--- src/rtl/serv_ibus_prefetch.sv ---
// Instruction-bus front end with a one-word PC+4 prefetch buffer toward Wishbone.
// Latency: buffer hit acks 1 cycle after the request, a miss acks 1 cycle after i_wb_ack.
// Backpressure: core holds i_ibus_cyc until o_ibus_ack; one Wishbone read outstanding, never aborted.
module serv_ibus_prefetch #(
    parameter int PREFETCH = 1
) (
    input  logic        clk,
    input  logic        i_rst_n,
    input  logic [31:0] i_ibus_adr,
    input  logic        i_ibus_cyc,
    input  logic        i_flush,
    output logic [31:0] o_ibus_rdt,
    output logic        o_ibus_ack,
    output logic [31:0] o_wb_adr,
    output logic        o_wb_cyc,
    input  logic [31:0] i_wb_rdt,
    input  logic        i_wb_ack
);

    typedef enum logic [1:0] {
        ST_IDLE   = 2'd0,
        ST_DEMAND = 2'd1,
        ST_ACK    = 2'd2,
        ST_PREF   = 2'd3
    } state_t;

    state_t      state_q, state_d;
    logic [31:0] rdt_q, rdt_d;
    logic        ack_q, ack_d;
    logic [29:0] wb_adr_q, wb_adr_d;
    logic        wb_cyc_q, wb_cyc_d;
    logic [31:0] buf_q, buf_d;
    logic [29:0] tag_q, tag_d;
    logic        buf_valid_q, buf_valid_d;
    logic        stale_q, stale_d;
    logic [29:0] last_adr_q, last_adr_d;

    logic        hit;
    logic        pf_match;
    logic [29:0] next_pc;
    logic        unused_adr_bits;

    // Instructions are word aligned, so the byte offset of the PC carries no information.
    assign unused_adr_bits = ^i_ibus_adr[1:0];

    assign hit      = buf_valid_q & (i_ibus_adr[31:2] == tag_q) & ~i_flush;
    assign pf_match = (i_ibus_adr[31:2] == wb_adr_q);
    // Word-granular increment wraps 0xFFFFFFFC to 0x00000000 for free.
    assign next_pc  = last_adr_q + 30'd1;

    assign o_ibus_rdt = rdt_q;
    assign o_ibus_ack = ack_q;
    assign o_wb_adr   = {wb_adr_q, 2'b00};
    assign o_wb_cyc   = wb_cyc_q;

    // Next-state and registered-output logic for the fetch FSM.
    always_comb begin
        state_d     = state_q;
        rdt_d       = rdt_q;
        ack_d       = 1'b0;
        wb_adr_d    = wb_adr_q;
        wb_cyc_d    = wb_cyc_q;
        buf_d       = buf_q;
        tag_d       = tag_q;
        buf_valid_d = buf_valid_q;
        stale_d     = stale_q;
        last_adr_d  = last_adr_q;

        // A PC redirect invalidates whatever the buffer holds, whatever state we are in.
        if (i_flush) begin
            buf_valid_d = 1'b0;
        end

        case (state_q)
            ST_IDLE: begin
                if (i_ibus_cyc) begin
                    if (hit) begin
                        state_d     = ST_ACK;
                        ack_d       = 1'b1;
                        rdt_d       = buf_q;
                        buf_valid_d = 1'b0;
                        last_adr_d  = i_ibus_adr[31:2];
                    end else begin
                        state_d  = ST_DEMAND;
                        wb_cyc_d = 1'b1;
                        wb_adr_d = i_ibus_adr[31:2];
                    end
                end
            end

            ST_DEMAND: begin
                // The demand address already is the redirected PC, so a flush changes nothing here.
                if (i_wb_ack) begin
                    state_d    = ST_ACK;
                    ack_d      = 1'b1;
                    rdt_d      = i_wb_rdt;
                    wb_cyc_d   = 1'b0;
                    last_adr_d = wb_adr_q;
                end
            end

            ST_ACK: begin
                // The request is complete this cycle; i_ibus_cyc is not looked at.
                if (PREFETCH != 0) begin
                    state_d  = ST_PREF;
                    wb_cyc_d = 1'b1;
                    wb_adr_d = next_pc;
                    stale_d  = i_flush;
                end else begin
                    state_d = ST_IDLE;
                end
            end

            ST_PREF: begin
                if (i_flush) begin
                    stale_d = 1'b1;
                end
                if (i_wb_ack) begin
                    wb_cyc_d = 1'b0;
                    stale_d  = 1'b0;
                    if (i_ibus_cyc) begin
                        if (pf_match && !stale_q && !i_flush) begin
                            // Core is already waiting for exactly this word: forward it.
                            state_d    = ST_ACK;
                            ack_d      = 1'b1;
                            rdt_d      = i_wb_rdt;
                            last_adr_d = wb_adr_q;
                        end else begin
                            // Wrong or stale word: drop it and start the demand read back-to-back.
                            state_d  = ST_DEMAND;
                            wb_cyc_d = 1'b1;
                            wb_adr_d = i_ibus_adr[31:2];
                        end
                    end else begin
                        state_d     = ST_IDLE;
                        buf_d       = i_wb_rdt;
                        tag_d       = wb_adr_q;
                        buf_valid_d = ~(stale_q | i_flush);
                    end
                end
            end

            default: begin
                state_d = ST_IDLE;
            end
        endcase
    end

    // State and output registers; reset abandons any transaction in progress.
    always_ff @(posedge clk or negedge i_rst_n) begin
        if (!i_rst_n) begin
            state_q     <= ST_IDLE;
            rdt_q       <= 32'd0;
            ack_q       <= 1'b0;
            wb_adr_q    <= 30'd0;
            wb_cyc_q    <= 1'b0;
            buf_q       <= 32'd0;
            tag_q       <= 30'd0;
            buf_valid_q <= 1'b0;
            stale_q     <= 1'b0;
            last_adr_q  <= 30'd0;
        end else begin
            state_q     <= state_d;
            rdt_q       <= rdt_d;
            ack_q       <= ack_d;
            wb_adr_q    <= wb_adr_d;
            wb_cyc_q    <= wb_cyc_d;
            buf_q       <= buf_d;
            tag_q       <= tag_d;
            buf_valid_q <= buf_valid_d;
            stale_q     <= stale_d;
            last_adr_q  <= last_adr_d;
        end
    end

endmodule
--- config.mk ---
export PLATFORM = sky130hd
export DESIGN_NAME = serv_ibus_prefetch
export DESIGN_NICKNAME = d
export VERILOG_FILES = /design/src/rtl/serv_ibus_prefetch.sv
export SDC_FILE = /design/constraint.sdc
export NUM_CORES = 1
export LEC_CHECK = 0
export ABC_AREA = 1
export CAP_MARGIN = 15
export CORE_MARGIN = 2
export CORE_UTILIZATION = 31
export DETAILED_ROUTE_END_ITERATION = 6
export SYNTH_ARGS = -nofsm -noshare
export SYNTH_HDL_FRONTEND = slang
export SYNTH_SLANG_ARGS = --single-unit
--- constraint.sdc ---
create_clock -name clk -period 2.2 [get_ports clk]
set_input_delay 0.44 -clock clk [delete_from_list [all_inputs] [get_ports clk]]
set_output_delay 0.44 -clock clk [all_outputs]
set_load 0.01 [all_outputs]
== Word level (Yosys, flattened, before mapping) ==
Index checks and enable logic that the tools add are counted.
Storage, ports and cells
  memory bits (read-only): 0
  memory bits (writable): 0
  output and inout port bits: 66
  bits in latches: 0
  flip-flop bits (word level): 160
  memories kept: 0
  word-level logic and storage cells: 95
Operators by class
  order comparisons: 0
  shift operators: 0
  div/mod/pow operators: 0
  bitwise logic cells: 6
  eq/ne operators: 14
  multipliers: 0
  muxes and demuxes: 50
  add/subtract/negate cells: 1
  reductions and logical operators: 14
Operators with widths (count)
  2-to-1 mux 30 bit: 11
  2-to-1 mux 32 bit: 6
  one-hot mux 30 bit (3 select lines): 2
  one-hot mux 32 bit (3 select lines): 1
  == test 30 bit: 2
  adder 30 x 1 -> 30 bit, second input constant: 1
  2-to-1 mux 1 bit: 19
  != test 2 bit, second input constant: 8
  2-to-1 mux 2 bit: 6
  one-hot mux 2 bit (4 select lines): 1
  AND reduction 7 bit: 1
  AND reduction 3 bit: 2
  AND reduction 6 bit: 1
  nonzero test 3 bit: 2
  == test 2 bit, second input constant: 2
  one-hot mux 1 bit (2 select lines): 2
  one-hot mux 1 bit (4 select lines): 1
  AND reduction 4 bit: 1
  != test 3 bit, second input constant: 1
  NOT 1 bit: 3
  one-hot mux 1 bit (3 select lines): 1
  bitwise AND 1 bit: 2
  == test 2 x 1 -> 1 bit, second input constant: 1
  logical AND 1 bit: 2
  other kinds (5): 6

== Depth between registers and ports, before layout ==
Gate-level depths: netlist of run 1.
  word-level depth: 7
  gate-level depth with buffers: 14
  gate-level depth less buffers: 13

== Least setup slack after synthesis of run 1 ==
Ideal clock, no wire load.
  kind: register to register
  start point: register state_q[0]
  end point: register last_adr_q[29]
  clock period less this slack: 2.055 ns
  arrival time: 1.990 ns
  required time: 2.135 ns
  stages on the path, launching flop included: 12
  setup slack: 0.145 ns
  buffers on the path: 2
  cells stage by stage: dfrtp_1 > clkinv_1 > clkbuf_1 > ha_1 > inv_1 > nor2_1 > a21oi_2 > inv_1 > a21oi_4 > buf_6 > nand3_1 > nand2_1
Between the ends
  cells in the longest elaborated chain, start to end: 3
  elaborated cells on any way between the ends: 12
  classes of those cells: 8 x eq/ne; 1 x mux; 3 x reduce/logical
Ends and longest elaborated chain
  from (decl): line 27  | state_t state_q, state_d;
  from (signal assigned): line 163  | state_q <= state_d;
  == test 2 bit (tied with other cells): line 74  | case (state_q)
  != test 2 bit (no line) or nonzero test 3 bit (tied branches)
  AND reduction 7 bit (no line)
  to (signal assigned): line 172  | last_adr_q <= last_adr_d;
  to (decl): line 36  | logic [29:0] last_adr_q, last_adr_d;
Parallel ways exist; a longest one is shown, timed or not.
A chain may end at the register's enable or synchronous reset.

== Final worst setup path of run 1 ==
  start point: input i_ibus_adr[9]
  end point: register last_adr_q[4]
Between the ends
  cells in the longest elaborated chain, start to end: 5
  elaborated cells on any way between the ends: 9
  classes of those cells: 4 x eq/ne; 2 x bitwise; 3 x reduce/logical
Ends and longest elaborated chain
  from (decl): line 9  | input logic [31:0] i_ibus_adr,
  == test 30 bit (on tied branches): line 46, 47
  bitwise AND 1 bit or logical AND 1 bit (tied branches) (2 in a row): line 46, 122
  != test 2 bit (no line)
  AND reduction 7 bit (no line) (*)
Mark *: on every way between the ends. The rest lies on a longest branch, timed or not.

==> results.py, run 1 <==
metrics = {
    "sta": {
        "layout_setup_ws_ps": 113.8,
        "hold_violations": 0,
        "tightestPinTransition_ps": 561.9,
        "maxSlewHeadroom_pct": 62.54,
        "fmax_ghz": 0.4793,
        "setup_viol": 0,
        "fin_crit_sh_pct": 94.83,
        "tns_ps": 0,
        "final.min_clock_period_ps": 2086,
        "drv_slew": 0,
        "fin_skew_ps": 15.58,
    },
    "place": {
        "dp_hpwl_um": 18820,
        "place.detailed.instances": 1856,
        "dp_slack_ps": -389.9,
        "place_area_um2": 11700,
        "port_buffers": 130,
        "gp_congestion": 0.8961,
    },
    "synth": {
        "synthFlopType": "dfrtp_1",
        "synth.distinct_cells": 34,
        "synth_seq_area_share_pct": 42.15,
        "ys_ff_latch": 160,
        "synthArstFlopShare_pct": 100.0,
        "syn-instance-count": 1317,
        "yosysMostFrequentCell": "nand2_1",
        "netlist.area_leader.share_pct": 42.15,
        "synth_enable_flop_cells": 0,
        "synth_largest_area_cell": "dfrtp_1",
        "yosys_warnings": 0,
        "syn_area_um2": 9499,
        "synth_area_per_cell_um2": 7.213,
        "synth_area_leaders": "dfrtp_1, nand2_1, o21ai_0",
        "synth_common_cells": "nand2_1, dfrtp_1, inv_1",
    },
    "floorplan": {
        "fp.dieArea_um2": 32060,
        "die_h_um": 179.1,
        "placementRows": 64,
        "coreArea_um2": 30350,
        "dieWidth_um": 179.1,
        "num_io_pins": 135,
        "initial_utilization_pct": 31.30,
    },
    "setup_path": {
        "cp_max_fo": 15,
        "r2r_cells": 10,
        "end_kind": "flop",
        "ff2ff_setup_slack_ps": 210,
        "crit_arrival_ps": 2400,
        "crit_required_ps": 2520,
        "criticalPathCategory": "in2reg",
        "cp-start-kind": "primary input",
        "crit_path_end": "last_adr_q[4]$_DFFE_PN0P_",
        "reg2reg_to": "last_adr_q[3]$_DFFE_PN0P_",
        "worstReg2RegStart": "state_q[0]$_DFFE_PN0P_",
        "startpoint": "i_ibus_adr[9]",
    },
    "routing": {
        "via_per_inst": 4.619,
        "drt_wl_total_um": 27750,
        "vias": 8762,
        "wl_per_cell_um": 14.63,
        "drc": 0,
        "first_iter_violations": 586,
        "ant_nets": 0,
        "dr.pass1.iters": 5,
    },
    "min_path": {
        "hold_path.class": "in2async",
    },
    "clocking": {
        "worstSkewPairLatency_ps": 430,
        "path_clk_slew_ps": 70,
        "cts.root.buffer_cell": "clkbuf_16",
        "cts_buffer_depth": 2,
        "cts_made_buffers": 17,
        "htreeDepth": 4,
        "cts_tree": "built",
        "cts_sinks": 160,
    },
    "global_route": {
        "grt_pass1_wl_um": 43820,
        "antenna_found_initial": 2,
        "grt_pass1_vias": 8557,
        "grt_max_degree": 71,
        "grt_overflow": 0,
        "gr-usage-all-layers_pct": 17.45,
    },
    "finish": {
        "nets": 1560,
        "utilization_pct": 41.28,
        "layout-drive-gt1-share_pct": 9.807,
        "fin_cells": 1897,
        "final_area_um2": 12530,
        "syn2layout_area_growth_pct": 31.90,
    },
    "pwr": {
        "peakVddDrop_mv": 0.7333,
        "p_leak_nw": 6.106,
        "powerDensity_nw_per_um2": 1504,
    },
    "status": {
        "status": "complete, no violations",
    },
    "flow_run": {
        "drv_cap": 0,
    },
}
==> critical path, stage by stage <==
cell and delay [ps]:
clkdlybuf4s50_1 490, buf_4 150, xnor2_2 100, nand2_1 90, nor2_2 140, nand2_2 90
nor2_4 160, nand3_4 100, nand2_2 90, nand2_4 120, clkbuf_16 210, o21bai_1 130
nand2_1 70
==> final cells by class <==
| type | instances | area, µm² |
|---|---|---|
| Clock inverter | 13 | 176.4 |
| Antenna cell | 2 | 5.005 |
| Tap cell | 396 | 495.5 |
| Timing Repair Buffer | 217 | 2210 |
| Inverter | 168 | 635.6 |
| Multi-Input combinational cell | 922 | 4551 |
| Sequential cell | 160 | 4004 |
| Clock buffer | 19 | 452.9 |
| Fill cell | 3079 | 17820 |
==> metal layers <==
layer,global-route usage [%],routed length (µm),vias up
met1,21.72,12330,4086
met2,29.92,13190,193
met3,4.686,1868,26
li1,-,-,4457
met5,0,0,-
met4,4.302,363,0
==> cells by family after synthesis <==
family	synth area share (%)
buf+inv	10.71
flops	42.15
xor+xnor	5.809
other cells	0.03948
compound gates	13.69
simple gates	26.95
fa+ha+maj	0.6586
==> flip-flops by register name, summed over array words and instances, names as in the netlist <==
| register | cells |
|---|---|
| o_wb_cyc | 1 |
| o_ibus_rdt | 32 |
| stale_q | 1 |
| last_adr_q | 30 |
| o_ibus_ack | 1 |
| buf_valid_q | 1 |
| buf_q | 32 |
| tag_q | 30 |
| wb_adr_q | 30 |
| state_q | 2 |
==> where the power goes <==
part           total (W)  internal (W)  switching [W]
combinational     0.0103       0.00437        0.00590
sequential       0.00538       0.00436        0.00102
clock            0.00320       0.00187        0.00132
==> metrics by stage <==
stage / power, W / hold WS (ps)
floorplan: 0.01149 / 144.4
global placement: 0.01500 / 301.5
detailed placement: 0.01520 / 306.0
CTS: 0.01851 / 408.8
global route: 0.02041 / 411.0
finish: 0.01885 / 415.5
==> worst min-delay path by stage <==
stage	startpoint	end
6_report	i_rst_n	o_ibus_rdt[13]$_DFFE_PN0P_
4_1_cts	i_rst_n	o_ibus_rdt[9]$_DFFE_PN0P_
2_1_floorplan	i_rst_n	buf_q[0]$_DFFE_PN0P_
5_1_grt	i_rst_n	o_ibus_rdt[17]$_DFFE_PN0P_
3_5_place_dp	i_rst_n	o_ibus_rdt[13]$_DFFE_PN0P_
3_3_place_gp	i_rst_n	o_ibus_rdt[9]$_DFFE_PN0P_
==> timing repair <==
item	in CTS	in global routing
setup buffers	0	2
hold buffers	1	0
endpoints found under the setup margin	0	93
hold endpoints to repair	17	0
resized for setup	0	20
==> layout by cell type (no fill, tap or decap), types with 22 or more instances in the layout <==
cell type        count
clkdlybuf4s50_1    128
nand3_1            110
o21ai_0            132
xnor2_1             40
o21bai_1            63
inv_1              159
buf_4               67
nand2_1            406
nor2_1              77
xor2_1              22
dfrtp_1            160
No activity file was read; power rests on OpenSTA's default activity.
==> inputs of run 2 (changes only) <==
--- a/config.mk
+++ b/config.mk
@@ -6,7 +6,6 @@
 export NUM_CORES = 1
 export LEC_CHECK = 0
 export ABC_AREA = 1
-export CAP_MARGIN = 15
 export CORE_MARGIN = 2
 export CORE_UTILIZATION = 31
 export DETAILED_ROUTE_END_ITERATION = 6
==> results of run 2 <==
The final DEF is identical to that of run 1; final timing and power are the same.
